[config.mk]
export PLATFORM = sky130hd
export DESIGN_NAME = vga_timing_recovery_flat
export DESIGN_NICKNAME = d
export VERILOG_FILES = /design/src/rtl/vga_timing_recovery_if.sv /design/src/rtl/vga_timing_recovery.sv /design/src/flat_wrapper.sv
export SDC_FILE = /design/constraint.sdc
export NUM_CORES = 1
export LEC_CHECK = 0
export CAP_MARGIN = 20
export CORE_MARGIN = 4
export CORE_UTILIZATION = 52
export CTS_BUF_LIST = sky130_fd_sc_hd__clkbuf_8
export DETAILED_ROUTE_END_ITERATION = 8
export GPL_TIMING_DRIVEN = 0
export PLACE_DENSITY = 0.74
export SLEW_MARGIN = 30
export SYNTH_ARGS = -nofsm -noshare
export SYNTH_HDL_FRONTEND = slang
export SYNTH_SLANG_ARGS = --single-unit
export TNS_END_PERCENT = 20
[constraint.sdc]
create_clock -name vgaClk -period 3.8 [get_ports vgaClk]
set_input_delay 1.14 -clock vgaClk [delete_from_list [all_inputs] [get_ports vgaClk]]
set_output_delay 1.14 -clock vgaClk [all_outputs]
set_load 0.02 [all_outputs]
[src/rtl/vga_timing_recovery_if.sv]
// Sync-side VGA receiver bundle: sync inputs toward the receiver, recovered timing back out.
// The optional statistics counters exist only when VGA_RX_STATS_EN is defined.
interface vga_timing_recovery_if;
    logic       hSyncIn;
    logic       vSyncIn;
    logic       locked;
    logic       pixValid;
    logic [9:0] pixX;
    logic [8:0] pixY;
    logic       frameStart;
    logic [9:0] lineLen;
    logic [9:0] frameLines;
`ifdef VGA_RX_STATS_EN
    logic [7:0] lockLossCount;
    logic [7:0] badFrameCount;

    modport master (output hSyncIn, vSyncIn,
                    input  locked, pixValid, pixX, pixY, frameStart, lineLen, frameLines,
                           lockLossCount, badFrameCount);
    modport slave  (input  hSyncIn, vSyncIn,
                    output locked, pixValid, pixX, pixY, frameStart, lineLen, frameLines,
                           lockLossCount, badFrameCount);
`else
    modport master (output hSyncIn, vSyncIn,
                    input  locked, pixValid, pixX, pixY, frameStart, lineLen, frameLines);
    modport slave  (input  hSyncIn, vSyncIn,
                    output locked, pixValid, pixX, pixY, frameStart, lineLen, frameLines);
`endif
endinterface

[src/rtl/vga_timing_recovery.sv]
// Recovers pixel coordinates, line length and frame height from active-low VGA syncs; VGA_RX_STATS_EN adds loss/bad-frame counters.
// Counters and flags update 1 clock after a sync edge, pix outputs are combinational from them; no backpressure.
module vga_timing_recovery #(
    parameter logic [9:0] HBP         = 10'd48,
    parameter logic [9:0] HACTIVE     = 10'd640,
    parameter logic [9:0] VBP         = 10'd32,
    parameter logic [9:0] VACTIVE     = 10'd480,
    parameter logic [3:0] TOL         = 4'd2,
    parameter logic [2:0] LOCK_FRAMES = 3'd2
) (
    input  logic                 vgaClk,
    input  logic                 rst,
    vga_timing_recovery_if.slave vga
);
    typedef enum logic [1:0] {SEARCH, MEASURE, LOCKED} state_t;

    localparam logic [10:0] H_END = {1'b0, HBP} + {1'b0, HACTIVE};
    localparam logic [10:0] V_END = {1'b0, VBP} + {1'b0, VACTIVE};

    state_t      state;
    logic        h_prev, v_prev, h_rise, v_rise;
    logic [9:0]  h_cnt, v_cnt, line_len, frame_lines, ref_len, stored_lines;
    logic [2:0]  good_frames;
    logic        cap_pending, line_err, locked_q, frame_start;
    logic [10:0] new_len, len_diff;
    logic        h_sat, v_sat, len_bad, frame_good, pix_valid;

    assign h_rise     = ~h_prev & vga.hSyncIn;
    assign v_rise     = ~v_prev & vga.vSyncIn;
    assign h_sat      = &h_cnt;
    assign v_sat      = &v_cnt;
    assign new_len    = {1'b0, h_cnt} + 11'd1;
    assign len_diff   = (new_len > {1'b0, ref_len}) ? new_len - {1'b0, ref_len}
                                                    : {1'b0, ref_len} - new_len;
    assign len_bad    = len_diff > {7'd0, TOL};
    assign frame_good = ~line_err & ((good_frames == 3'd0) | (v_cnt == stored_lines));

    always_ff @(posedge vgaClk or posedge rst) begin
        if (rst) begin
            h_prev      <= 1'b1;
            v_prev      <= 1'b1;
            h_cnt       <= '0;
            v_cnt       <= '0;
            line_len    <= '0;
            frame_lines <= '0;
            frame_start <= 1'b0;
            line_err    <= 1'b0;
        end else begin
            h_prev      <= vga.hSyncIn;
            v_prev      <= vga.vSyncIn;
            frame_start <= v_rise;
            if (h_rise) begin
                h_cnt    <= '0;
                line_len <= new_len[9:0];
            end else if (!h_sat) begin
                h_cnt <= h_cnt + 10'd1;
            end
            // vRise wins over a coincident hRise for the line count
            if (v_rise) begin
                v_cnt       <= '0;
                frame_lines <= v_cnt;
            end else if (h_rise && !v_sat) begin
                v_cnt <= v_cnt + 10'd1;
            end
            if (v_rise)
                line_err <= 1'b0;
            else if ((h_rise && !cap_pending && len_bad) || h_sat || v_sat)
                line_err <= 1'b1;
        end
    end

`ifdef VGA_RX_STATS_EN
    logic [7:0] lock_loss_count, bad_frame_count;
    assign vga.lockLossCount = lock_loss_count;
    assign vga.badFrameCount = bad_frame_count;
`endif

    always_ff @(posedge vgaClk or posedge rst) begin
        if (rst) begin
            state        <= SEARCH;
            good_frames  <= '0;
            ref_len      <= '0;
            stored_lines <= '0;
            cap_pending  <= 1'b1;
            locked_q     <= 1'b0;
`ifdef VGA_RX_STATS_EN
            lock_loss_count <= '0;
            bad_frame_count <= '0;
`endif
        end else begin
            case (state)
                SEARCH: begin
                    good_frames <= '0;
                    cap_pending <= 1'b1;
                    if (v_rise) state <= MEASURE;
                end
                MEASURE: begin
                    if (h_rise && cap_pending) begin
                        ref_len     <= new_len[9:0];
                        cap_pending <= 1'b0;
                    end
                    if (v_rise) begin
                        if (frame_good) begin
                            stored_lines <= v_cnt;
                            good_frames  <= good_frames + 3'd1;
                            if (good_frames + 3'd1 >= LOCK_FRAMES) begin
                                state    <= LOCKED;
                                locked_q <= 1'b1;
                            end
                        end else begin
                            // re-arm so the next frame measures a fresh reference line
                            good_frames <= '0;
                            cap_pending <= 1'b1;
`ifdef VGA_RX_STATS_EN
                            if (bad_frame_count != 8'hFF) bad_frame_count <= bad_frame_count + 8'd1;
`endif
                        end
                    end
                end
                LOCKED: begin
                    if (line_err || (v_rise && v_cnt != stored_lines)) begin
                        state       <= SEARCH;
                        locked_q    <= 1'b0;
                        good_frames <= '0;
`ifdef VGA_RX_STATS_EN
                        if (lock_loss_count != 8'hFF) lock_loss_count <= lock_loss_count + 8'd1;
`endif
                    end
                end
                default: begin
                    state    <= SEARCH;
                    locked_q <= 1'b0;
                end
            endcase
        end
    end

    assign pix_valid = locked_q
                     && (h_cnt >= HBP) && ({1'b0, h_cnt} < H_END)
                     && (v_cnt >= VBP) && ({1'b0, v_cnt} < V_END);

    assign vga.locked     = locked_q;
    assign vga.pixValid   = pix_valid;
    assign vga.pixX       = pix_valid ? h_cnt - HBP : '0;
    assign vga.pixY       = pix_valid ? v_cnt[8:0] - VBP[8:0] : '0;
    assign vga.frameStart = frame_start;
    assign vga.lineLen    = line_len;
    assign vga.frameLines = frame_lines;
endmodule
[src/flat_wrapper.sv]
// flat-port wrapper written by rule: the top's interface ports become plain ports
module vga_timing_recovery_flat 
#(
    parameter logic [9:0] HBP         = 10'd48,
    parameter logic [9:0] HACTIVE     = 10'd640,
    parameter logic [9:0] VBP         = 10'd32,
    parameter logic [9:0] VACTIVE     = 10'd480,
    parameter logic [3:0] TOL         = 4'd2,
    parameter logic [2:0] LOCK_FRAMES = 3'd2
)
  (vgaClk, rst, vga_hSyncIn, vga_vSyncIn, vga_locked, vga_pixValid, vga_pixX, vga_pixY, vga_frameStart, vga_lineLen, vga_frameLines);
  vga_timing_recovery_if vga_i ();
  input  logic vgaClk;
  input  logic rst;
  input wire logic [$bits(vga_i.hSyncIn)-1:0] vga_hSyncIn;
  input wire logic [$bits(vga_i.vSyncIn)-1:0] vga_vSyncIn;
  output wire logic [$bits(vga_i.locked)-1:0] vga_locked;
  output wire logic [$bits(vga_i.pixValid)-1:0] vga_pixValid;
  output wire logic [$bits(vga_i.pixX)-1:0] vga_pixX;
  output wire logic [$bits(vga_i.pixY)-1:0] vga_pixY;
  output wire logic [$bits(vga_i.frameStart)-1:0] vga_frameStart;
  output wire logic [$bits(vga_i.lineLen)-1:0] vga_lineLen;
  output wire logic [$bits(vga_i.frameLines)-1:0] vga_frameLines;
  assign vga_i.hSyncIn = vga_hSyncIn;
  assign vga_i.vSyncIn = vga_vSyncIn;
  assign vga_locked = vga_i.locked;
  assign vga_pixValid = vga_i.pixValid;
  assign vga_pixX = vga_i.pixX;
  assign vga_pixY = vga_i.pixY;
  assign vga_frameStart = vga_i.frameStart;
  assign vga_lineLen = vga_i.lineLen;
  assign vga_frameLines = vga_i.frameLines;
  vga_timing_recovery #(.HBP(HBP), .HACTIVE(HACTIVE), .VBP(VBP), .VACTIVE(VACTIVE), .TOL(TOL), .LOCK_FRAMES(LOCK_FRAMES)) u_core (.vgaClk(vgaClk), .rst(rst), .vga(vga_i));
endmodule
==> impl_results.md <==
- Fin nets: 584
- Worst VDD drop: 0.000348 V
- Worst slew margin: 59.3%
- Syn-to-layout area delta: 25.1%
- F_max: 0.270 GHz
- Post-route clock period utilization: 97.4%
- Worst path required time: 2660 ps
- Fin cells: 658
- Syn_area_per_cell: 9.17 µm²
- Placed Instances: 632
- Total global routing overflow: 0
- Largest net degree at the start of global routing: 52
- First-pass GRT wire length: 17300 µm
- WL final: 10300 µm
- Cts bufs inserted: 9
- Worst-path fanout max: 6
- WHS: 480 ps
- Cell area after layout: 5520 µm²
- PwrDens: 643 nW/µm²
- Antenna-violating nets left: 0
- DR iter-0 viols: 226
- Count of cell types in the netlist: 57
- Crit path capture type: primary output
- Top cell type's share of synthesized area: 38.6%
- Number of global-route vias before repair: 3539
- Drt wl/cell: 15.7 µm
- Clk_lat worst skew: 340 ps
- Hold Crit Class: register to register
- Hold Path Cell Cnt: 2
- GP Congestion: 0.954
- Ys async rst share: 100%
- Worst Setup Start Kind: register
- Least-Margin Pin Slew: 611 ps
- Setup Skew: 12.0 ps
- DRC viols: 0
- Post-place setup slack: -389 ps
- Post-synth EDFFs: 0
- Die area: 10000 µm²
- Htree depth: 3
- Diode count: 0
- RR Endpoint: u_core.line_err$_DFFE_PP0P_
- Sequential share of the synthesized area: 40.4%
- Sequential Area: 1790 µm²
- Pins Over Slew Limit: 0
- Clock-pin slew on the worst setup and hold paths: 80 ps
- DR pass1 iterations: 5
- Vias: 3609
- Final setup viols: 0
- Netlist Area Pre-Place: 4410 µm²
- Vias/cell: 5.48
- Layout cells sized above 1: 19.5%
- Reg2reg setup slack: 150 ps
- FF+latch count, synth: 71
- Placed cell areas: 5020 µm²
- Final Hold Viols: 0
- Post-synth top cells: nand2_1 (72), dfrtp_1 (68), o21ai_0 (39)
- Synth top area cells: dfrtp_1 (39%), ha_1 (8.5%), nand2_1 (6.1%)
- Leak Pwr: 2.66 nW
- Die Span Y: 100 µm
- Most frequent cell after synthesis: nand2_1
- I/O Buffers: 45
- Largest area contributor in the netlist: dfrtp_1
- Reg2Reg Launch Point: u_core.h_cnt[1]$_DFFE_PP0P_
- Max-Cap Viols: 0
- Data arrival, critical path: 2560 ps
- Hold Path Origin: u_core.vga.frameLines[4]$_DFFE_PP0P_
- Outcome: completed
- Fillcell total: 646
- Hold EP: u_core.vga.frameLines[4]$_DFFE_PP0P_
- I/O pin cnt: 46
- Root Driver: clkbuf_8
- R2R cell count: 18
- Initial antenna violation count: 0
- Multi-input logic area: 2520 µm²
- Clock tree from TritonCTS: yes
- Maximum buffer depth of the clock tree: 2
- Initial Utilization: 53.7%
- GR Util All Layers: 21.4%
- Final TNS setup: 0 ps
- Die Width: 100 µm
- Mapped Cells: 481
- Hpwl dp: 7230 µm
- CP Class: register to primary output
- Row cnt: 33
- Core area: 8220 µm²
- RSZ-0062 raised after global routing: true
- Warnings from Yosys: 0
- Synth Net Count: 517
- Ys flop type: dfrtp_1
- Clock Sinks: 71
- Final setup margin: 99.1 ps
- Fin crit period: 3700 ps
## area by class of cell
| cell class | instances | share of cell area [%] |
|---|---|---|
| Clock inverter | 7 | 1.63 |
| Timing Repair Buffer | 58 | 10.5 |
| Tap cell | 105 | 2.38 |
| Timing Repair inverter | 1 | 0.136 |
| Inverter | 32 | 2.22 |
| Multi-Input combinational cell | 352 | 45.6 |
| Clock buffer | 9 | 2.24 |
| Sequential cell | 71 | 32.4 |
| Buffer | 23 | 2.83 |
## worst max-delay path: stages (launching register included)
cell        delay [ps]
dfrtp_2            440
ha_2               250
or4_4              450
o2111ai_4          310
clkinvlp_4         200
buf_4              160
buf_4              120
and2_1             140
buf_4              150
## kinds of logic (layout without fill, tap and decap cells)
| logic type | count (synthesis) | count (layout) | synth area share [%] |
|---|---|---|---|
| flops | 71 | 71 | 40.4 |
| simple gates | 169 | 169 | 18.8 |
| compound gates | 92 | 92 | 12.4 |
| xor+xnor | 43 | 43 | 8.54 |
| fa+ha+maj | 32 | 32 | 9.42 |
| mux | 16 | 16 | 4.20 |
| buf+inv | 58 | 130 | 6.30 |
## worst max path at each step
stage / depth (start not counted) / to / startpoint
3_5_place_dp: 9 / vga_pixX[8] / u_core.v_cnt[6]$_DFFE_PP0P_
6_report: 8 / vga_pixY[3] / u_core.h_cnt[4]$_DFFE_PP0P_
2_1_floorplan: 8 / vga_pixX[8] / u_core.v_cnt[6]$_DFFE_PP0P_
3_3_place_gp: 9 / vga_pixX[8] / u_core.v_cnt[6]$_DFFE_PP0P_
4_1_cts: 9 / vga_pixY[3] / u_core.v_cnt[7]$_DFFE_PP0P_
5_1_grt: 18 / u_core.line_err$_DFFE_PP0P_ / u_core.h_cnt[4]$_DFFE_PP0P_
## metrics by stage
step | utilization, % | power, W
floorplan | - | 0.00246
CTS | 65.5 | 0.00354
detailed placement | 61.1 | 0.00286
finish | 67.2 | 0.00355
global placement | 60.8 | 0.00282
global route | 67.2 | 0.00384
## cell usage in the layout, fill, tap and decap left out, types with 5 or more instances in the layout
master,count
clkdlybuf4s15_2,11
inv_1,31
nand3_1,8
mux2_2,10
ha_1,25
nor2_1,33
nand2_1,72
xor2_1,21
mux2i_1,5
nand4_1,7
clkdlybuf4s50_1,25
xnor2_1,15
dfrtp_1,64
a21oi_1,27
buf_4,14
and2_1,7
o21ai_0,39
buf_6,5
nor2b_1,5
ha_2,5
clkbuf_8,11
clkbuf_1,13
nand2b_1,6
## where the power goes
group | leakage, nW | internal, W | total, W | switching [W]
clock network | 0.116 | 0.000366 | 0.000652 | 0.000286
logic | 1.60 | 0.000856 | 0.00189 | 0.00103
registers | 0.944 | 0.000885 | 0.00101 | 0.000122
total | 2.66 | 0.00211 | 0.00355 | 0.00144
## metal layers
metal / share of wire, % / global-route usage [%] / up-vias
met3: 4.0 / 3.68 / 15
met5: 0 / 0 / -
met1: 47 / 31.3 / 1762
li1: - / - / 1748
met2: 48 / 33.1 / 84
met4: 1.6 / 5.80 / 0
## repair_timing
| action | in CTS | in global routing |
|---|---|---|
| gates resized for setup | 79 | 18 |
| pin swaps | 2 | 5 |
| hold buffers | 0 | 0 |
| setup endpoints to repair | 21 | 21 |
| gates cloned | 2 | 0 |
| setup buffers | 4 | 7 |
## state kept, by name, summed over array words and instances, names as in the netlist
register and cells:
u_core.ref_len 10, u_core.v_prev 1, u_core.state 2, u_core.vga.lineLen 10, u_core.h_prev 1, u_core.line_err 1, u_core.vga.frameLines 10, u_core.h_cnt 10
u_core.v_cnt 10, u_core.vga.frameStart 1, u_core.good_frames 3, u_core.vga.locked 1, u_core.stored_lines 10, u_core.cap_pending 1
No activity file was read; power rests on OpenSTA's default activity.
